<file path="src/rtl/pri_en_pkg.sv">
`default_nettype none
// +------------------------------------------------------------------+
// | Module : pri_en_pkg                                              |
// | Brief  : Shared widths and types for the 16-bit priority encoder |
// | Rev    : 1.0                                                     |
// +------------------------------------------------------------------+
package pri_en_pkg;

    localparam int DATA_W  = 16;
    localparam int IDX_W   = 4;
    localparam int GROUP_W = 4;
    localparam int N_GROUP = DATA_W / GROUP_W;

    typedef logic [DATA_W-1:0] req_t;
    typedef logic [IDX_W-1:0]  idx_t;

endpackage
`default_nettype wire

</file>
<file path="src/rtl/pri_en16_if.sv">
`default_nettype none
// +------------------------------------------------------------------+
// | Module : pri_en16_if                                             |
// | Brief  : Request/result bundle; grant exists with                |
// |          PRI_EN16_ONEHOT_EN.                                     |
// | Rev    : 1.0                                                     |
// +------------------------------------------------------------------+
interface pri_en16_if;
    import pri_en_pkg::*;

    req_t inp;
    idx_t which;
    logic hit;
    idx_t which_q;
    logic hit_q;
`ifdef PRI_EN16_ONEHOT_EN
    req_t grant;

    modport master (output inp, input which, hit, which_q, hit_q, grant);
    modport slave  (input inp, output which, hit, which_q, hit_q, grant);
`else
    modport master (output inp, input which, hit, which_q, hit_q);
    modport slave  (input inp, output which, hit, which_q, hit_q);
`endif

endinterface
`default_nettype wire

</file>
<file path="src/rtl/pri_en4.sv">
`default_nettype none
// +------------------------------------------------------------------+
// | Module : pri_en4                                                 |
// | Brief  : 4-bit priority encoder, highest set bit wins            |
// | Rev    : 1.0                                                     |
// +------------------------------------------------------------------+
module pri_en4 (
    input  wire logic [3:0] d,
    output logic      [1:0] idx,
    output logic            hit
);

    always_comb begin
        idx = 2'd0;
        if      (d[3]) idx = 2'd3;
        else if (d[2]) idx = 2'd2;
        else if (d[1]) idx = 2'd1;
        hit = |d;
    end

endmodule
`default_nettype wire

</file>
<file path="src/rtl/pri_en16.sv">
`default_nettype none
// +------------------------------------------------------------------+
// | Module : pri_en16                                                |
// | Brief  : 16-bit priority encoder, two-level tree + registered    |
// |          copy. Optional one-hot grant: PRI_EN16_ONEHOT_EN.       |
// | Rev    : 1.0                                                     |
// +------------------------------------------------------------------+
module pri_en16
    import pri_en_pkg::*;
(
    input  wire logic  clk,
    input  wire logic  rst_n,
    pri_en16_if.slave  bus
);

    logic [N_GROUP-1:0] w_ghit;
    logic [1:0]         w_gidx [N_GROUP];
    logic [1:0]         w_sel;
    logic               w_hit;
    idx_t               w_which;
    idx_t               r_which_q;
    logic               r_hit_q;

    generate
        for (genvar g = 0; g < N_GROUP; g++) begin : g_group
            pri_en4 u_grp (
                .d   (bus.inp[g*GROUP_W +: GROUP_W]),
                .idx (w_gidx[g]),
                .hit (w_ghit[g])
            );
        end
    endgenerate

    pri_en4 u_sel (
        .d   (w_ghit),
        .idx (w_sel),
        .hit (w_hit)
    );

    // With no request the select is 0 and group 0 is empty, so which is 0.
    assign w_which   = {w_sel, w_gidx[w_sel]};
    assign bus.which = w_which;
    assign bus.hit   = w_hit;

`ifdef PRI_EN16_ONEHOT_EN
    assign bus.grant = w_hit ? (req_t'(1) << w_which) : '0;
`endif

    always_ff @(posedge clk or negedge rst_n) begin
        if (!rst_n) begin
            r_which_q <= '0;
            r_hit_q   <= 1'b0;
        end else begin
            r_which_q <= w_which;
            r_hit_q   <= w_hit;
        end
    end

    assign bus.which_q = r_which_q;
    assign bus.hit_q   = r_hit_q;

endmodule
`default_nettype wire

</file>
<file path="src/flat_wrapper.sv">
// flat-port wrapper written by rule: the top's interface ports become plain ports
module pri_en16_flat import pri_en_pkg::*;
  (clk, rst_n, bus_inp, bus_which, bus_hit, bus_which_q, bus_hit_q);
  pri_en16_if bus_i ();
  input  wire logic clk;
  input  wire logic rst_n;
  input wire logic [$bits(bus_i.inp)-1:0] bus_inp;
  output wire logic [$bits(bus_i.which)-1:0] bus_which;
  output wire logic [$bits(bus_i.hit)-1:0] bus_hit;
  output wire logic [$bits(bus_i.which_q)-1:0] bus_which_q;
  output wire logic [$bits(bus_i.hit_q)-1:0] bus_hit_q;
  assign bus_i.inp = bus_inp;
  assign bus_which = bus_i.which;
  assign bus_hit = bus_i.hit;
  assign bus_which_q = bus_i.which_q;
  assign bus_hit_q = bus_i.hit_q;
  pri_en16 u_core (.clk(clk), .rst_n(rst_n), .bus(bus_i));
endmodule
</file>
<file path="config.mk">
export PLATFORM = sky130hd
export DESIGN_NAME = pri_en16_flat
export DESIGN_NICKNAME = d
export VERILOG_FILES = /design/src/rtl/pri_en_pkg.sv /design/src/rtl/pri_en16_if.sv /design/src/rtl/pri_en4.sv /design/src/rtl/pri_en16.sv /design/src/flat_wrapper.sv
export SDC_FILE = /design/constraint.sdc
export NUM_CORES = 1
export LEC_CHECK = 0
export CELL_PAD_IN_SITES_DETAIL_PLACEMENT = 0
export CELL_PAD_IN_SITES_GLOBAL_PLACEMENT = 1
export CORE_UTILIZATION = 20
export DETAILED_ROUTE_END_ITERATION = 8
export HOLD_SLACK_MARGIN = 0.1
export PLACE_DENSITY_LB_ADDON = 0.05
export SYNTH_ARGS = -nofsm -noshare
export SYNTH_HDL_FRONTEND = slang
export SYNTH_HIERARCHICAL = 1
export SYNTH_SLANG_ARGS = --single-unit
</file>
<file path="constraint.sdc">
create_clock -name clk -period 3.35 [get_ports clk]
set_input_delay 0.335 -clock clk [delete_from_list [all_inputs] [get_ports clk]]
set_output_delay 0.335 -clock clk [all_outputs]
set_load 0.01 [all_outputs]
</file>
### After elaboration in Yosys (flattened, before gate mapping)

Cells that the tools add are included.

* muxes and demuxes: 18
* bitwise logic cells: 1
* reduce and logical (&&, ||, !) cells: 4
* magnitude comparators: 1

Operator list (count)
* 2-to-1 mux 2 bit: 12
* OR reduction 16 bit: 1
* OR reduction 4 bit: 3
* 2-to-1 mux 1 bit: 5
* binary-select mux 2 bit (select 2 bit): 1
* greater-or-equal comparator 3 bit, second input constant: 1
* NOT 2 -> 3 bit: 1

* word-level logic and storage cells: 26
* input bits: 18
* flip-flop bits (word level): 5

### Depth between registers and ports, before layout

* word-level depth: 8
* depth in mapped cells: 5

### Modules after synthesis

Netlist, hierarchy kept.

Modules (own cells, without submodules)
* pri_en16: cells each 7, sequential area each 125.1 um^2, times used 1, area an instance 177.7 um^2
* pri_en4: cells each 4, sequential area each 0.0 um^2, times used 5, area an instance 23.8 um^2

### Worst setup path after synthesis

Ideal clock, no wire load.

* path type: in2out
* from: input port bus_inp[11]
* to: output port bus_which[0]
* stages: 5
* slack: 1265 ps
* data required time: 3015 ps
* arrival: 1750 ps
* buffers on the path: 0
* path through: or2_1 > or3_1 > inv_1 > a21o_1 > mux4_1

* longest elaborated chain between the ends: 7
* elaborated cells on any way between the ends: 8
* classes of those cells: mux: 6; bitwise: 1; reduce/logical: 1

Ends and longest elaborated chain
* start: declaration: line flat_wrapper.sv:7 `input wire logic [$bits(bus_i.inp)-1:0] bus_inp;`
* OR reduction 4 bit: line pri_en4.sv:18 `hit = |d;`
* net u_core.w_ghit[2]: line pri_en16.sv:16 `logic [N_GROUP-1:0] w_ghit;`
* 2-to-1 mux 2 bit: line pri_en4.sv:16 `else if (d[2]) idx = 2'd2;`
* 2-to-1 mux 2 bit: line pri_en4.sv:15 `if (d[3]) idx = 2'd3;`
* net bus_which[2]: line flat_wrapper.sv:8 `output wire logic [$bits(bus_i.which)-1:0] bus_which;`
* NOT 2 -> 3 bit (not written as such): line pri_en16.sv:41 `assign w_which = {w_sel, w_gidx[w_sel]};`
* binary-select mux 2 bit (select 2 bit): line pri_en16.sv:41
* 2-to-1 mux 2 bit (not written as such) (2 in series): line pri_en16.sv:41
* end: declaration: line flat_wrapper.sv:8

The timed path passes the listed nets, and every way through them passes these cells. The select of a mux whose other input is x is not followed.

==> metrics.md <==
| Metric | Value |
|---|---|
| Placed cell area | `between 500 and 600 sq um` |
| DR iter-0 viols | `2` |
| Hold_buf cts | `0` |
| Global-route wire length before repair | `about 1.2 mm` |
| Syn nets | `45` |
| Layout cells sized above 1 | `0.0517` |
| Net Sw Frac | `0.203` |
| Clock share of power | `0.387` |
| Mapped cell area | `just under 300 sq um` |
| Drc violations | `0` |
| Async SR Flop Fraction | `1.00` |
| Pwr Total | `0.000173 W` |
| RSZ-0062 raised after global routing | `no` |
| DR vias/cell | `~4.3` |
| Vias in the first global route | `between 200 and 300` |
| Antenna viol nets, final | `0` |
| Max-Cap Viols | `0` |
| Worst EP arrival | `roughly 2.7 ns` |
| Tmin final | `between 2 and 3 ns` |
| Outcome | `completed` |
| Layout area overhead | `106%` |
| Clock sinks | `5` |
| Slew at the pin with the worst max-slew slack | `0.207 ns` |
| Final WS setup | `0.356 ns` |
| Warnings, synthesis | `6` |
| CP Launch Type | `input port` |
| RePlAce Congestion | `0.675` |
| Final Hold Viols | `0` |
| #FFs+latches synth | `5` |
| DRT Wirelength | `766 um` |
| Initial Util | `0.222` |
| Max_slew headroom | `0.862` |
| Hold Path Class | `input port to async pin` |
| P_leak | `roughly 0.26 nW` |
| Final Setup Violations | `0` |
| Core Area | `about 1300 sq um` |
| NumNets Final | `a little under 80` |
| Antenna cells | `0` |
| Switch Pwr | `~0.000035 W` |
| Worst Path Max Fanout | `4` |
| Post-synth EDFFs | `0` |
| Combinational power share | `0.249` |
| Util after Layout | `0.459` |
| TNS Setup | `0 ns` |
| Die width | `between 40 and 50 um` |
| Gates resized, CTS repair | `0` |
| Max-slew violation count | `0` |
| Drt pass-1 iters | `2` |
| Synth Instances | `27` |
| Setup Fix Bufs, Post-CTS | `0` |
| CTS tree | `yes` |
| Clock buffer depth | `2` |
| Post-layout instance area | `around 600 sq um` |
| Post-Place Worst Slack | `between 0.3 and 0.4 ns` |
| Crit path required time | `3.01 ns` |
| Dominant cell type by area after synthesis | `dfrtp_1` |
| Sequential share of power | `0.364` |
| Max IR drop VDD | `approximately 0.00013 V` |
| Die height | `about 41 um` |
| Port bufs | `27` |
| Vias | `around 310` |
| CTS clock-pin slew for the worst setup and hold paths | `approximately 0.040 ns` |
| Site Rows | `13` |
| H-tree levels | `1` |
| Largest net degree at the start of global routing | `6` |
| CP endpoint kind | `primary output` |
| Congestion Overflow GR | `0` |
| Ranking of synthesized cells by area | `dfrtp_1 42%, mux4_1 18%, a21o_1 13%` |
| Synth top cells by count | `5 x a21o_1, 5 x dfrtp_1, 5 x inv_1, 5 x or2_1, 5 x or3_1` |
| Synth unique cells | `6` |
| Power Dens Cells | `~280 nW/um^2` |
| Root buf cell | `clkbuf_4` |
| Synth Area per Inst | `~11 sq um` |
| GRT Overall Usage | `0.120` |
| Ports | `28` |
| Internal power | `about 0.00014 W` |
| Fin crit share | `0.894` |
| CTS Buf Count | `3` |
| Die area | `1640 sq um` |
| F_max | `about 330 MHz` |
| Post-synth top area share | `0.422` |
| DR WL/cell | `10.5 um` |
| Seq/Total Area, Yosys | `0.422` |
| DP HPWL | `between 600 and 700 um` |
| Ys flop type | `dfrtp_1` |
| Initial antenna violation count | `0` |
| CP Class | `input port to primary output` |
power by group through the flow:
stage / combinational (W) / clock [W] / sequential (W)
2_1_floorplan: 0.0000109 / 0 / 0.0000652
3_3_place_gp: 0.0000429 / 0 / 0.0000639
3_5_place_dp: 0.0000436 / 0 / 0.0000639
4_1_cts: 0.0000438 / 0.0000698 / 0.0000631
5_1_grt: 0.0000475 / 0.0000772 / 0.0000631
6_report: 0.0000432 / 0.0000672 / 0.0000630
worst max-delay path: stages:
cell and delay (ns):
clkdlybuf4s50_1 0.41, or2_1 0.24, or3_1 0.32, inv_1 0.07, a21o_1 0.19, mux4_1 0.59, clkdlybuf4s50_1 0.50
sequential cells by signal, summed over array words and instances, names as in the netlist:
| register | cells |
|---|---|
| u_core/bus.hit_q | 1 |
| u_core/bus.which_q | 4 |
cells in the final DEF, fill, tap and decap left out, drive strengths merged:
cell type,Yosys,routed
clkdlybuf4s50,0,27
dfrtp,5,5
or2,5,5
inv,5,5
a21o,5,5
or3,5,5
clkbuf,0,4
mux4,2,2
metrics by stage:
| step | hold slack, ns | instances |
|---|---|---|
| after floorplan | 0.0394 | 27 |
| after global placement | 0.560 | 69 |
| after detailed placement | 0.564 | 69 |
| after CTS | 0.311 | 73 |
| after global routing | 0.317 | 73 |
| final | 0.309 | 73 |
cell type report:
class	instances	area, sq um
timing repair buffer	27	270
tap	15	18.8
sequential	5	125
multi-input combinational	17	153
clock buffer	4	26.3
inverter	5	18.8
fill	141	722
routing by layer:
| layer | wire, um | track usage | vias to the layer above |
|---|---|---|---|
| li1 | - | - | 160 |
| met1 | 289 | 0.125 | 137 |
| met2 | 418 | 0.198 | 17 |
| met3 | 58 | 0.0167 | 0 |
| met4 | 0 | 0.125 | 0 |
| met5 | 0 | 0 | - |
cell families (layout without fill, tap and decap cells):
family          after synthesis  after routing  share of synthesized area
mux                           2              2                      0.177
compound gates                5              5                      0.127
simple gates                 10             10                      0.211
flops                         5              5                      0.422
buf+inv                       5             36                     0.0633
worst max-delay path by stage:
stage	from	endpoint
2_1_floorplan	bus_inp[11]	bus_which[0]
3_3_place_gp	bus_inp[11]	bus_which[1]
3_5_place_dp	bus_inp[11]	bus_which[1]
4_1_cts	bus_inp[11]	bus_which[1]
5_1_grt	bus_inp[11]	bus_which[0]
6_report	bus_inp[11]	bus_which[1]
(Power assumes the default switching activity.)
